## src/rtl/fetch_unit.sv

```systemverilog
// Instruction-fetch stage: owns the PC, fetches over a variable-latency req/ack port,
// holds the word for decode and computes the next PC from jump/branch redirects.
module fetch_unit #(
    parameter logic [31:0] RESET_PC = 32'h0000_0000,
    parameter int          TIMEOUT  = 16
) (
    input  logic        clk,
    input  logic        reset,
    output logic        imem_req,
    output logic [31:0] imem_addr,
    input  logic        imem_ack,
    input  logic [31:0] imem_rdata,
    output logic [31:0] instr,
    output logic [5:0]  op,
    output logic        instr_valid,
    input  logic        instr_ready,
    input  logic        jump,
    input  logic        pcsrc,
    output logic [31:0] pc,
    output logic [31:0] pcplus4,
    output logic        fetch_err
);

    localparam int CNT_W = (TIMEOUT > 1) ? $clog2(TIMEOUT) : 1;
    localparam logic [CNT_W-1:0] CNT_LAST = CNT_W'(TIMEOUT - 1);

    typedef enum logic [1:0] {
        S_IDLE,
        S_FETCH,
        S_HOLD,
        S_ERR
    } state_t;

    state_t             state_q, state_d;
    logic [31:0]        pc_q, pc_d;
    logic [31:0]        instr_q, instr_d;
    logic [CNT_W-1:0]   cnt_q, cnt_d;

    logic [31:0]        pcplus4_w;
    logic signed [31:0] br_off;
    logic [31:0]        br_target;
    logic [31:0]        jmp_target;
    logic [31:0]        next_pc;

    // Redirect targets are always derived from the held instruction.
    assign pcplus4_w  = pc_q + 32'd4;
    assign br_off     = signed'({{14{instr_q[15]}}, instr_q[15:0], 2'b00});
    assign br_target  = pcplus4_w + unsigned'(br_off);
    assign jmp_target = {pcplus4_w[31:28], instr_q[25:0], 2'b00};

    always_comb begin
        next_pc = pcplus4_w;
        if (jump) begin
            next_pc = jmp_target;
        end else if (pcsrc) begin
            next_pc = br_target;
        end
    end

    always_comb begin
        state_d = state_q;
        pc_d    = pc_q;
        instr_d = instr_q;
        cnt_d   = cnt_q;
        case (state_q)
            S_IDLE: begin
                state_d = S_FETCH;
            end
            S_FETCH: begin
                // An ack in the last allowed cycle still wins over the timeout.
                if (imem_ack) begin
                    instr_d = imem_rdata;
                    cnt_d   = '0;
                    state_d = S_HOLD;
                end else if (cnt_q == CNT_LAST) begin
                    state_d = S_ERR;
                end else begin
                    cnt_d = cnt_q + CNT_W'(1);
                end
            end
            S_HOLD: begin
                if (instr_ready) begin
                    pc_d    = {next_pc[31:2], 2'b00};
                    state_d = S_FETCH;
                end
            end
            S_ERR: begin
                state_d = S_ERR;
            end
            default: begin
                state_d = S_IDLE;
            end
        endcase
    end

    always_ff @(posedge clk or posedge reset) begin
        if (reset) begin
            state_q <= S_IDLE;
            pc_q    <= RESET_PC;
            instr_q <= 32'h0;
            cnt_q   <= '0;
        end else begin
            state_q <= state_d;
            pc_q    <= pc_d;
            instr_q <= instr_d;
            cnt_q   <= cnt_d;
        end
    end

    assign imem_req    = (state_q == S_FETCH);
    assign imem_addr   = pc_q;
    assign instr       = instr_q;
    assign op          = instr_q[31:26];
    assign instr_valid = (state_q == S_HOLD);
    assign pc          = pc_q;
    assign pcplus4     = pcplus4_w;
    assign fetch_err   = (state_q == S_ERR);

endmodule

```

## config.mk

```make
export PLATFORM = sky130hd
export DESIGN_NAME = fetch_unit
export DESIGN_NICKNAME = d
export VERILOG_FILES = /design/src/rtl/fetch_unit.sv
export SDC_FILE = /design/constraint.sdc
export NUM_CORES = 1
export LEC_CHECK = 0
export CAP_MARGIN = 0
export CORE_UTILIZATION = 48
export CTS_BUF_LIST = sky130_fd_sc_hd__clkbuf_16
export CTS_CLUSTER_DIAMETER = 200
export DETAILED_ROUTE_END_ITERATION = 7
export PLACE_DENSITY = 0.94
export SLEW_MARGIN = 20
export SYNTH_ARGS = -nofsm -noshare
export SYNTH_HDL_FRONTEND = slang
export SYNTH_SLANG_ARGS = --single-unit
```

## constraint.sdc

```tcl
create_clock -name clk -period 4.35 [get_ports clk]
set_input_delay 1.305 -clock clk [delete_from_list [all_inputs] [get_ports clk]]
set_output_delay 1.305 -clock clk [all_outputs]
set_load 0.03 [all_outputs]
```

==> results of run 1 <==
-- worst max-delay path by stage --
| stage | endpoint | slack [ns] | cells past startpoint | startpoint |
|---|---|---|---|---|
| finish | pcplus4[23] | 0.13 | 6 | imem_addr[11] |
| global placement | pcplus4[26] | 0.54 | 7 | imem_addr[10] |
| floorplan | imem_addr[31] | 0.29 | 15 | imem_addr[3] |
| CTS | pcplus4[26] | 0.07 | 7 | imem_addr[11] |
| global route | pcplus4[23] | 0.005 | 6 | imem_addr[10] |
| detailed placement | imem_addr[24] | 0.46 | 15 | imem_addr[4] |
-- through the flow --
| stage | util, % | std cells | worst slack (ns) | hold WS, ns | cell area [um2] |
|---|---|---|---|---|---|
| final | 66.08 | 923 | 0.1263 | 0.5342 | 7513 |
| after global routing | 66.08 | 923 | 0.005073 | 0.5488 | 7513 |
| after CTS | 65.82 | 923 | 0.06507 | 0.5343 | 7483 |
| after detailed placement | 63.04 | 907 | 0.4636 | 0.5214 | 7167 |
| after global placement | 63.04 | 907 | 0.5398 | 0.5111 | 7167 |
| after floorplan | - | 646 | 0.2865 | 0.4869 | 5599 |
-- layout make-up --
cell class                      instances  area [um2]
Multi-Input combinational cell        496        3436
Fill cell                             864        3856
Inverter                               17       63.81
Clock buffer                            9       225.2
Timing Repair Buffer                  183        1817
Sequential cell                        68        1702
Clock inverter                          7       91.34
Tap cell                              143       178.9
-- flip-flops by register name, indices dropped and copies added (netlist names) --
register / flops
imem_addr: 30
cnt_q: 4
state_q: 2
instr: 32
-- synth_stat cells, drive strengths merged, types with 2 or more instances --
cell type	count	area [um2]
a211oi	12	100.1
a21o	10	75.07
a21oi	51	262.8
a221oi	4	35.03
a22oi	3	22.52
a311o	2	20.02
a31oi	4	25.02
a41o	2	20.02
and2	4	25.02
and3	9	56.30
and4	5	43.79
buf	49	345.3
clkbuf	16	60.06
dfrtp	68	1702
ha	37	462.9
inv	17	63.81
mux2	33	371.6
mux2i	7	70.07
nand2	65	244.0
nand2b	2	12.51
nand3	25	130.1
nand4	12	75.07
nor2	49	193.9
nor2b	3	18.77
nor3	7	40.04
nor3b	3	22.52
o211a	2	20.02
o211ai	4	30.03
o21a	3	22.52
o21ai	41	205.2
o21bai	9	67.56
o221ai	4	35.03
o22ai	7	43.79
o31a	2	17.52
o31ai	3	41.29
or3	2	12.51
xnor2	29	261.5
xor2	21	183.9
-- worst max-delay path: cells and delay by family, from the launching register on --
kind | cells | cell delay (ns)
AND/OR/NAND/NOR | 4 | 0.97
buffers and inverters | 1 | 0.76
flip-flops | 1 | 0.48
XOR/XNOR | 1 | 0.39
-- power groups by stage --
| stage | Sequential [uW] | Combinational, uW | Clock [uW] |
|---|---|---|---|
| finish | 1390 | 5300 | 785 |
| detailed placement | 1390 | 5200 | 0 |
| floorplan | 1790 | 3140 | 0 |
| global placement | 1370 | 5120 | 0 |
| global route | 1440 | 5660 | 821 |
| CTS | 1380 | 5250 | 792 |
-- routing by layer --
| layer | vias up | routed length, um | track usage (%) |
|---|---|---|---|
| met4 | 0 | 546 | 12.86 |
| met1 | 2629 | 6878 | 39.01 |
| met2 | 300 | 8333 | 47.10 |
| li1 | 2548 | - | - |
| met5 | - | 0 | 0 |
| met3 | 51 | 1469 | 4.979 |
-- cells by family (layout without fill, tap and decap cells) --
kind of cell	Yosys count	after routing	share of synthesized area (%)
AO/OA/AOI/OAI	170	170	19.98
XOR/XNOR	50	50	7.982
adder cells (fa/ha/maj)	38	38	8.655
buffers and inverters	82	216	8.408
flip-flops	68	68	30.49
multiplexers	40	40	7.915
other	1	6	0.06720
AND/OR/NAND/NOR	192	192	16.50
-- timing repair --
item / 4_1_cts / 5_1_grt
endpoints found under the setup margin: 0 / 10
buffers inserted: 0 / 0
resized for setup: 0 / 10
==> results.sh, run 1 <==
export IMPL_ff2ff_path_depth=15
export IMPL_placeableCoreArea_um2=11370
export IMPL_criticalPathCategory="reg -> out"
export IMPL_grt_pass1_vias=5156
export IMPL_outcome="completed"
export IMPL_clk_latency_ns=0.34
export IMPL_worst_slew_pin_transition_ns=0.8745
export IMPL_area_growth_pct=34.64
export IMPL_wire_per_inst_um=18.66
export IMPL_slew_headroom_pct=41.70
export IMPL_hold_depth=1
export IMPL_final_antenna_net_count=0
export IMPL_cpMaxStageDelayCell="clkdlybuf4s50_1"
export IMPL_initial_core_util_pct=49.08
export IMPL_ys_flop_type="dfrtp_1"
export IMPL_yosys_register_bits=68
export IMPL_power_total_uw=7481
export IMPL_fmax_mhz=236.8
export IMPL_dp_hpwl_mm=12.79
export IMPL_fin_setup_tns_ns=0
export IMPL_setup_viol=0
export IMPL_max_cap_violations=0
export IMPL_p_clk_share_pct=10.5
export IMPL_yosysUniqueCellTypes=66
export IMPL_cp_end_kind="output pin"
export IMPL_io_pins=175
export IMPL_p_switching_uw=3871
export IMPL_leakage_uw=0.003308
export IMPL_portBuffers=168
export IMPL_peakVddDrop_v=0.0005456
export IMPL_worstPathCellList="and4_1, and3_1, and3_1, nand3_1, xnor2_1, clkdlybuf4s50_1"
export IMPL_p_per_area_nw_per_um2=995.7
export IMPL_clock_sinks=68
export IMPL_final_cell_mix="159 x clkdlybuf4s50_1, 68 x dfrtp_1, 65 x nand2_1, 49 x a21oi_1, 45 x nor2_1"
export IMPL_cts_tree="yes"
export IMPL_drtIter0Drc=467
export IMPL_crit_path_start_kind="flop"
export IMPL_yosys_warnings=0
export IMPL_rrSetupSlack_ns=0.34
export IMPL_hold_path_end="instr[29]"
export IMPL_grt_max_degree=69
export IMPL_gp_congestion=0.9694
export IMPL_vias_per_cell=5.989
export IMPL_arrival_ns=2.92
export IMPL_min_path_type="reg -> reg"
export IMPL_fin_crit_sh_pct=97.10
export IMPL_antenna_cells=0
export IMPL_fin_worst_skew_ns=0.008503
export IMPL_layout_drive_gt1_share_pct=10.51
export IMPL_grt_first_pass_wirelength_mm=27.10
export IMPL_die_area_um2=12060
export IMPL_path_common_cell="and3_1"
export IMPL_clk_path_buf_depth=2
export IMPL_period_needed_ns=4.224
export IMPL_track_usage_pct=29.44
export IMPL_path_clk_slew_ns=0.06
export IMPL_antenna_found_initial=0
export IMPL_cp_slowest_stage_delay_ns=0.76
export IMPL_p_seq_share_pct=18.6
export IMPL_cts_root_buf="clkbuf_16"
export IMPL_postSynthCellCount=641
export IMPL_avgSynthCellArea_um2=8.706
export IMPL_r2r_start="imem_addr[4]"
export IMPL_die_y_um=109.8
export IMPL_cts_hold_fix_buffers=0
export IMPL_rsz0062_at_grt="false"
export IMPL_p_int_uw=3611
export IMPL_drtPass1Iterations=5
export IMPL_fin_nets=851
export IMPL_hp_start="instr[29]"
export IMPL_die_x_um=109.8
export IMPL_numCtsBuffers=9
export IMPL_syn_area_um2=5580
export IMPL_drc=0
export IMPL_p_comb_share_pct=70.9
export IMPL_cp_data_required_time_ns=3.04
export IMPL_worstReg2RegEnd="imem_addr[24]"
export IMPL_drv_slew=0
export IMPL_synth_seq_area_share_pct=30.49
export IMPL_placementRows=39
export IMPL_finalHoldViolations=0
export IMPL_crit_fanout=7
export IMPL_synth_edf_count=0
export IMPL_wl_mm=17.23
export IMPL_layout_commonest_cell="clkdlybuf4s50_1"
export IMPL_vias=5528
export IMPL_h_tree_depth=3
export IMPL_swShare_pct=51.74
export IMPL_overflow=0
export IMPL_async_reset_ff_share_pct=100.0
(Power assumes the default switching activity.)
==> run 2: changes to the inputs <==
--- a/config.mk
+++ b/config.mk
@@ -5,7 +5,7 @@
 export SDC_FILE = /design/constraint.sdc
 export NUM_CORES = 1
 export LEC_CHECK = 0
-export CAP_MARGIN = 0
+export CAP_MARGIN = 20
 export CORE_UTILIZATION = 48
 export CTS_BUF_LIST = sky130_fd_sc_hd__clkbuf_16
 export CTS_CLUSTER_DIAMETER = 200
==> results of run 2 <==
Final layout, timing and power as in run 1 (identical DEF).
==> run 3: changes to the inputs <==
--- a/config.mk
+++ b/config.mk
@@ -9,6 +9,7 @@
 export CORE_UTILIZATION = 48
 export CTS_BUF_LIST = sky130_fd_sc_hd__clkbuf_16
 export CTS_CLUSTER_DIAMETER = 200
+export CTS_CLUSTER_SIZE = 14
 export DETAILED_ROUTE_END_ITERATION = 7
 export PLACE_DENSITY = 0.94
 export SLEW_MARGIN = 20
==> results of run 3 <==
Final layout, timing and power as in run 1 (identical DEF).
